`src/rtl/wav_rec_pkg.sv`:
```
// Shared types and helpers for the wav_recorder capture block: FSM state
// encoding, the default sample-rate divider and the 16-bit to 8-bit PCM conversion.
package wav_rec_pkg;

  typedef enum logic [1:0] {
    IDLE    = 2'd0,
    CAPTURE = 2'd1,
    DONE    = 2'd2
  } state_e;

  localparam int DEFAULT_PRESCALE = 3000;

  // Keep the top byte; flipping the MSB of a signed sample turns it into offset-binary.
  function automatic logic [7:0] to_u8(input logic [15:0] sample, input logic signed_f);
    return {sample[15] ^ signed_f, sample[14:8]};
  endfunction

endpackage

```
`src/rtl/wav_recorder_rate_tick.sv`:
```
// rate_tick: free-running divider that counts 0..PRESCALE-1 while enabled and
// flags the last count with a one-cycle tick. A synchronous clear parks it at 0.
module rate_tick #(
  parameter int PRESCALE = 3000
) (
  input  logic clk,
  input  logic reset_n,
  input  logic clr,
  input  logic en,
  output logic tick
);

  localparam int CNT_W = $clog2(PRESCALE);
  localparam logic [CNT_W-1:0] LAST = CNT_W'(PRESCALE - 1);

  logic [CNT_W-1:0] cnt_q, cnt_d;

  assign tick = en && (cnt_q == LAST);

  // NOTE: every always_comb output gets a default first, otherwise a latch is inferred.
  always_comb begin
    cnt_d = cnt_q;
    if (clr)     cnt_d = '0;
    else if (en) cnt_d = tick ? '0 : cnt_q + 1'b1;
  end

  // NOTE: sequential state uses non-blocking assignments only.
  always_ff @(posedge clk or negedge reset_n) begin
    if (!reset_n) cnt_q <= '0;
    else          cnt_q <= cnt_d;
  end

endmodule

```
`src/rtl/wav_recorder.sv`:
```
// wav_recorder: captures the 16-bit audio bus at a fixed sample rate and writes
// 8-bit unsigned PCM into sample RAM. Define WAV_REC_LOOP_EN for ring-buffer capture.
module wav_recorder
  import wav_rec_pkg::*;
#(
  parameter int ADDR_W   = 14,
  parameter int PRESCALE = DEFAULT_PRESCALE
) (
  input  logic              clk,
  input  logic              reset_n,
  input  logic              i_start,
  input  logic              i_stop,
  input  logic [15:0]       i_sample,
  input  logic              i_sample_signed,
  output logic [ADDR_W-1:0] o_ram_a,
  output logic [7:0]        o_ram_d,
  output logic              o_ram_we,
  output logic              o_busy,
  output logic              o_done,
  output logic              o_full,
  output logic [ADDR_W:0]   o_len
);

  localparam logic [ADDR_W-1:0] ADDR_MAX = '1;
  localparam logic [ADDR_W:0]   DEPTH    = (ADDR_W + 1)'(1) << ADDR_W;

  state_e            state_q, state_d;
  logic [ADDR_W-1:0] addr_q, addr_d;
  logic [ADDR_W:0]   len_q, len_d;
  logic              full_q, full_d;
  logic              done_q, done_d;
  logic              we_q, we_d;
  logic [ADDR_W-1:0] ram_a_q, ram_a_d;
  logic [7:0]        ram_d_q, ram_d_d;
  logic              tick;

  // Divider is held at 0 outside CAPTURE, so entering CAPTURE always starts a full period.
  rate_tick #(.PRESCALE(PRESCALE)) u_rate_tick (
    .clk     (clk),
    .reset_n (reset_n),
    .clr     (state_q != CAPTURE),
    .en      (state_q == CAPTURE),
    .tick    (tick)
  );

  always_comb begin
    state_d = state_q;
    addr_d  = addr_q;
    len_d   = len_q;
    full_d  = full_q;
    done_d  = done_q;
    we_d    = 1'b0;
    ram_a_d = ram_a_q;
    ram_d_d = ram_d_q;

    case (state_q)
      IDLE, DONE: begin
        if (i_start && !i_stop) begin
          state_d = CAPTURE;
          addr_d  = '0;
          len_d   = '0;
          full_d  = 1'b0;
          done_d  = 1'b0;
        end
      end
      CAPTURE: begin
        if (tick) begin
          we_d    = 1'b1;
          ram_a_d = addr_q;
          ram_d_d = to_u8(i_sample, i_sample_signed);
          addr_d  = addr_q + 1'b1;
`ifdef WAV_REC_LOOP_EN
          len_d   = (len_q == DEPTH) ? len_q : len_q + 1'b1;
          if (addr_q == ADDR_MAX) full_d = 1'b1;
`else
          len_d   = len_q + 1'b1;
          if (addr_q == ADDR_MAX) begin
            full_d  = 1'b1;
            state_d = DONE;
            done_d  = 1'b1;
          end
`endif
        end
        // A stop on the tick cycle still lets that tick's write through.
        if (i_stop) begin
          state_d = DONE;
          done_d  = 1'b1;
        end
      end
      default: state_d = IDLE;
    endcase
  end

  always_ff @(posedge clk or negedge reset_n) begin
    if (!reset_n) begin
      state_q <= IDLE;
      addr_q  <= '0;
      len_q   <= '0;
      full_q  <= 1'b0;
      done_q  <= 1'b0;
      we_q    <= 1'b0;
      ram_a_q <= '0;
      ram_d_q <= '0;
    end else begin
      state_q <= state_d;
      addr_q  <= addr_d;
      len_q   <= len_d;
      full_q  <= full_d;
      done_q  <= done_d;
      we_q    <= we_d;
      ram_a_q <= ram_a_d;
      ram_d_q <= ram_d_d;
    end
  end

  assign o_ram_a  = ram_a_q;
  assign o_ram_d  = ram_d_q;
  assign o_ram_we = we_q;
  assign o_busy   = (state_q == CAPTURE);
  assign o_done   = done_q;
  assign o_full   = full_q;
  assign o_len    = len_q;

endmodule
```
`config.mk`:
```
export PLATFORM = sky130hd
export DESIGN_NAME = wav_recorder
export DESIGN_NICKNAME = d
export VERILOG_FILES = /design/src/rtl/wav_rec_pkg.sv /design/src/rtl/wav_recorder_rate_tick.sv /design/src/rtl/wav_recorder.sv
export SDC_FILE = /design/constraint.sdc
export NUM_CORES = 1
export LEC_CHECK = 0
export BUFFER_PORTS_ARGS = -buffer_cell sky130_fd_sc_hd__buf_2
export CAP_MARGIN = 5
export CORE_ASPECT_RATIO = 1.1
export CORE_MARGIN = 2
export CORE_UTILIZATION = 45
export DETAILED_ROUTE_END_ITERATION = 12
export PLACE_DENSITY = 0.82
export SLEW_MARGIN = 30
export SYNTH_ARGS = -nofsm -noshare
export SYNTH_HDL_FRONTEND = slang
export SYNTH_SLANG_ARGS = --single-unit
export TNS_END_PERCENT = 20
```
`constraint.sdc`:
```
create_clock -name clk -period 1.9 [get_ports clk]
set_clock_uncertainty 0.2 [all_clocks]
set_input_delay 0.285 -clock clk [delete_from_list [all_inputs] [get_ports clk]]
set_output_delay 0.285 -clock clk [all_outputs]
set_load 0.01 [all_outputs]
```
==> reports/results.txt <==
Critical Path Fanout Max -> 7
via/cell ratio -> 5.48
register area share after synthesis -> 53.1%
hpwl dp -> 5.09 mm
Root Driver -> clkbuf_8
largest net degree at the start of global routing -> 69
share of layout cells above drive strength 1 -> 31.4%
crit-path max cell delay -> 500 ps
all-layer global routing usage -> 20.7%
Ports -> 62
vias in the first global route -> 2,856
CTS tree -> done
final worst path period share -> 109%
critical path type -> reg -> reg
CORE AREA -> 6970 um^2
synth unique cells -> 42
Place WS -> -120 ps
post-synthesis mux area share -> 0%
Critical Path RT -> 1980 ps
Slew Limit Headroom -> 75.5%
synthesis-to-finish area growth -> 34.3%
Fin. Hold Viols -> 0
TritonCTS Buffers -> 9
die area -> 7820 um^2
htree depth -> 3
synth top area cells -> dfrtp_1 53%, nand2_1 10%, a21oi_1 3.0%
port bufs -> 53
Synth Flop Type -> dfrtp_1
WHS -> 23.1 ps
unrepaired setup endpoints after global routing -> true
fmax -> 485 MHz
GP Congestion -> 0.814
row cnt -> 32
Final Setup Violations -> 16
Worst Slack Setup Final -> -163 ps
n_diodes -> 0
Synth Area in Compound Gates -> 12.2%
CP endpoint kind -> flip-flop
gr ovfl total -> 0
Die Ht -> 92.5 um
clock-pin transition on the worst setup and hold timing paths -> 70 ps
drt total wl -> 7.80 mm
CP Cell Sequence -> nor4b_4 -> nand4_1 -> buf_6 -> or4_4 -> a21oi_2
Routed Antenna Nets -> 0
via count -> 2,964
placed inst area -> 3910 um^2
Die W -> 84.5 um
Max VDD drop -> 0.447 mV
failing checks -> negative setup slack
mapped cell area -> 3210 um^2
worst-margin pin slew -> 368 ps
Tightest Hold Check Type -> in -> reg
Post-Syn Instances -> 344
Max-cap violations -> 0
Adder-Cell Fraction of Synth Area -> 1.17%
Nets -> 475
post-synth top area cell -> dfrtp_1
EDFF count, synth -> 0
DRC -> 0
Starting DRT DRC Count -> 161
Finished Layout Cells -> 541
Starting Density -> 46.0%
first-pass GRT wire length -> 12.9 mm
final slew viol count -> 0
Worst setup SP type -> flip-flop
net count after synthesis -> 368
fill cell count -> 583
Async S/R FF share, synth -> 100%
antenna violations before repair -> 0
status -> finished, violations left
utilization after layout -> 61.8%
P_leak -> 0.00209 uW
crit path DAT -> 2140 ps
flops & latches, synth -> 68
drt pass-1 iters -> 5
Final min period -> 2060 ps
Yosys top cell area share -> 53.1%
clock sink count -> 68
PD cells -> 781 nW/um^2
Mapped Avg Cell Area -> 9.32 um^2
CP max-delay cell -> or4_4
Placed Instances -> 511
xor/xnor cell area share of the yosys netlist -> 3.00%
clk buf depth -> 2
Final Cell Area -> 4310 um^2
Synth Warn # -> 0
largest family of logic cells by synthesized area -> simple AND/OR/NAND/NOR gates
wire length per cell -> 14.4 um
worst skew pair latency -> 360 ps
Post-Synth Simple-Gate Area -> 27.9%
## what timing repair did
| item | CTS | global route |
|---|---|---|
| hold buffers | 8 | 0 |
| hold endpoints to repair | 75 | 0 |
| gates resized for setup | 9 | 14 |
| setup buffers | 4 | 2 |
| setup endpoints to repair | 19 | 51 |
| pin swaps | 8 | 7 |
## cells in the mapped netlist, types with 2 or more instances
| cell | instances |
|---|---|
| nor2_1 | 19 |
| buf_2 | 5 |
| o21ai_0 | 9 |
| ha_1 | 3 |
| xnor2_1 | 8 |
| or3_1 | 3 |
| nand2_1 | 89 |
| nor2b_1 | 3 |
| a31oi_1 | 11 |
| and3_1 | 9 |
| nand4_1 | 8 |
| nand3_1 | 17 |
| o31ai_1 | 9 |
| clkbuf_1 | 10 |
| xor2_1 | 3 |
| inv_1 | 5 |
| a21oi_1 | 19 |
| a21o_1 | 2 |
| dfrtp_1 | 68 |
| and4_1 | 6 |
| nand2b_1 | 3 |
| nor3_1 | 5 |
| a41oi_1 | 3 |
| or4_1 | 9 |
## critical path, delay by kind of cell, from the launching register on
family | cells | cell delay [ps]
AOI/OAI and AO/OA | 1 | 150
buffers and inverters | 1 | 200
DFF | 1 | 420
and+or+nand+nor | 3 | 1020
## metrics by stage
stage / power, uW / TNS [ps]
3_5_place_dp: 2170 / -889
2_1_floorplan: 1910 / -82.0
4_1_cts: 3370 / -1250
3_3_place_gp: 2140 / -260
6_report: 3370 / -1060
5_1_grt: 3520 / -4330
## cell usage in the layout (no fill, tap or decap), types with 5 or more instances in the layout
| cell type | netlist | routed |
|---|---|---|
| or4_1 | 9 | 6 |
| nand4_1 | 8 | 8 |
| nor3_1 | 5 | 5 |
| inv_1 | 5 | 5 |
| o31ai_1 | 9 | 8 |
| xnor2_1 | 8 | 8 |
| nor2_1 | 19 | 19 |
| a31oi_1 | 11 | 11 |
| buf_4 | 0 | 42 |
| and4_1 | 6 | 5 |
| a21oi_1 | 19 | 16 |
| dlygate4sd3_1 | 0 | 8 |
| and3_1 | 9 | 9 |
| o21ai_0 | 9 | 7 |
| buf_2 | 5 | 53 |
| nand3_1 | 17 | 16 |
| clkbuf_8 | 0 | 10 |
| nand2_1 | 89 | 86 |
| dfrtp_1 | 68 | 66 |
| buf_6 | 0 | 5 |
## where the power goes
group	internal, uW	leakage, uW	switching, uW
Clock	641	0.000100	551
Sequential	1550	0.000893	118
Combinational	229	0.00110	278
Total	2420	0.00209	947
## logic make-up after synthesis
family | Yosys count
simple gates | 179
flops | 68
compound gates | 62
buf+inv | 21
xor+xnor | 11
fa+ha+maj | 3
## sequential cells by signal, indices dropped and copies added, names as in the netlist
| signal | count |
|---|---|
| addr_q | 14 |
| o_done | 1 |
| o_full | 1 |
| o_len | 15 |
| o_ram_a | 14 |
| o_ram_d | 8 |
| o_ram_we | 1 |
| state_q | 2 |
| u_rate_tick.cnt_q | 12 |
## layer usage
layer  vias up  part of all wire (%)  track usage, %
met5         -                     0               0
met4         0                   2.3            8.47
met3        18                   5.4            5.26
met2        91                    50            34.1
met1      1423                    42            26.1
li1       1432                     -               -
## final timing paths
| path | from | to | slack (ps) | depth (start not counted) |
|---|---|---|---|---|
| worst max-delay path | u_rate_tick.cnt_q[6]$_DFF_PN0_ | addr_q[13]$_DFFE_PN0P_ | -160 | 5 |
| worst min-delay path | i_sample[15] | o_ram_d[7]$_DFFE_PN0P_ | 20 | 3 |
| max in group asynchronous | reset_n | o_len[1]$_DFFE_PN0P_ | 910 | 3 |
| min in group asynchronous | reset_n | o_ram_a[7]$_DFFE_PN0P_ | 260 | 3 |
| worst max register to register | u_rate_tick.cnt_q[6]$_DFF_PN0_ | addr_q[13]$_DFFE_PN0P_ | -160 | 5 |
| worst min register to register | o_ram_a[7]$_DFFE_PN0P_ | o_ram_a[7]$_DFFE_PN0P_ | 260 | 2 |
## area by class of cell
type,count,area [um^2],share of cell area (%)
inverters,6,22.5,0.523
clock buffers,12,145,3.37
flip-flops and latches,68,1700,39.6
repair buffers,111,777,18.0
multi-input cells,255,1500,34.9
well taps,85,106,2.47
clock inverters,4,48.8,1.13
Power figures use the tool's default switching activity.
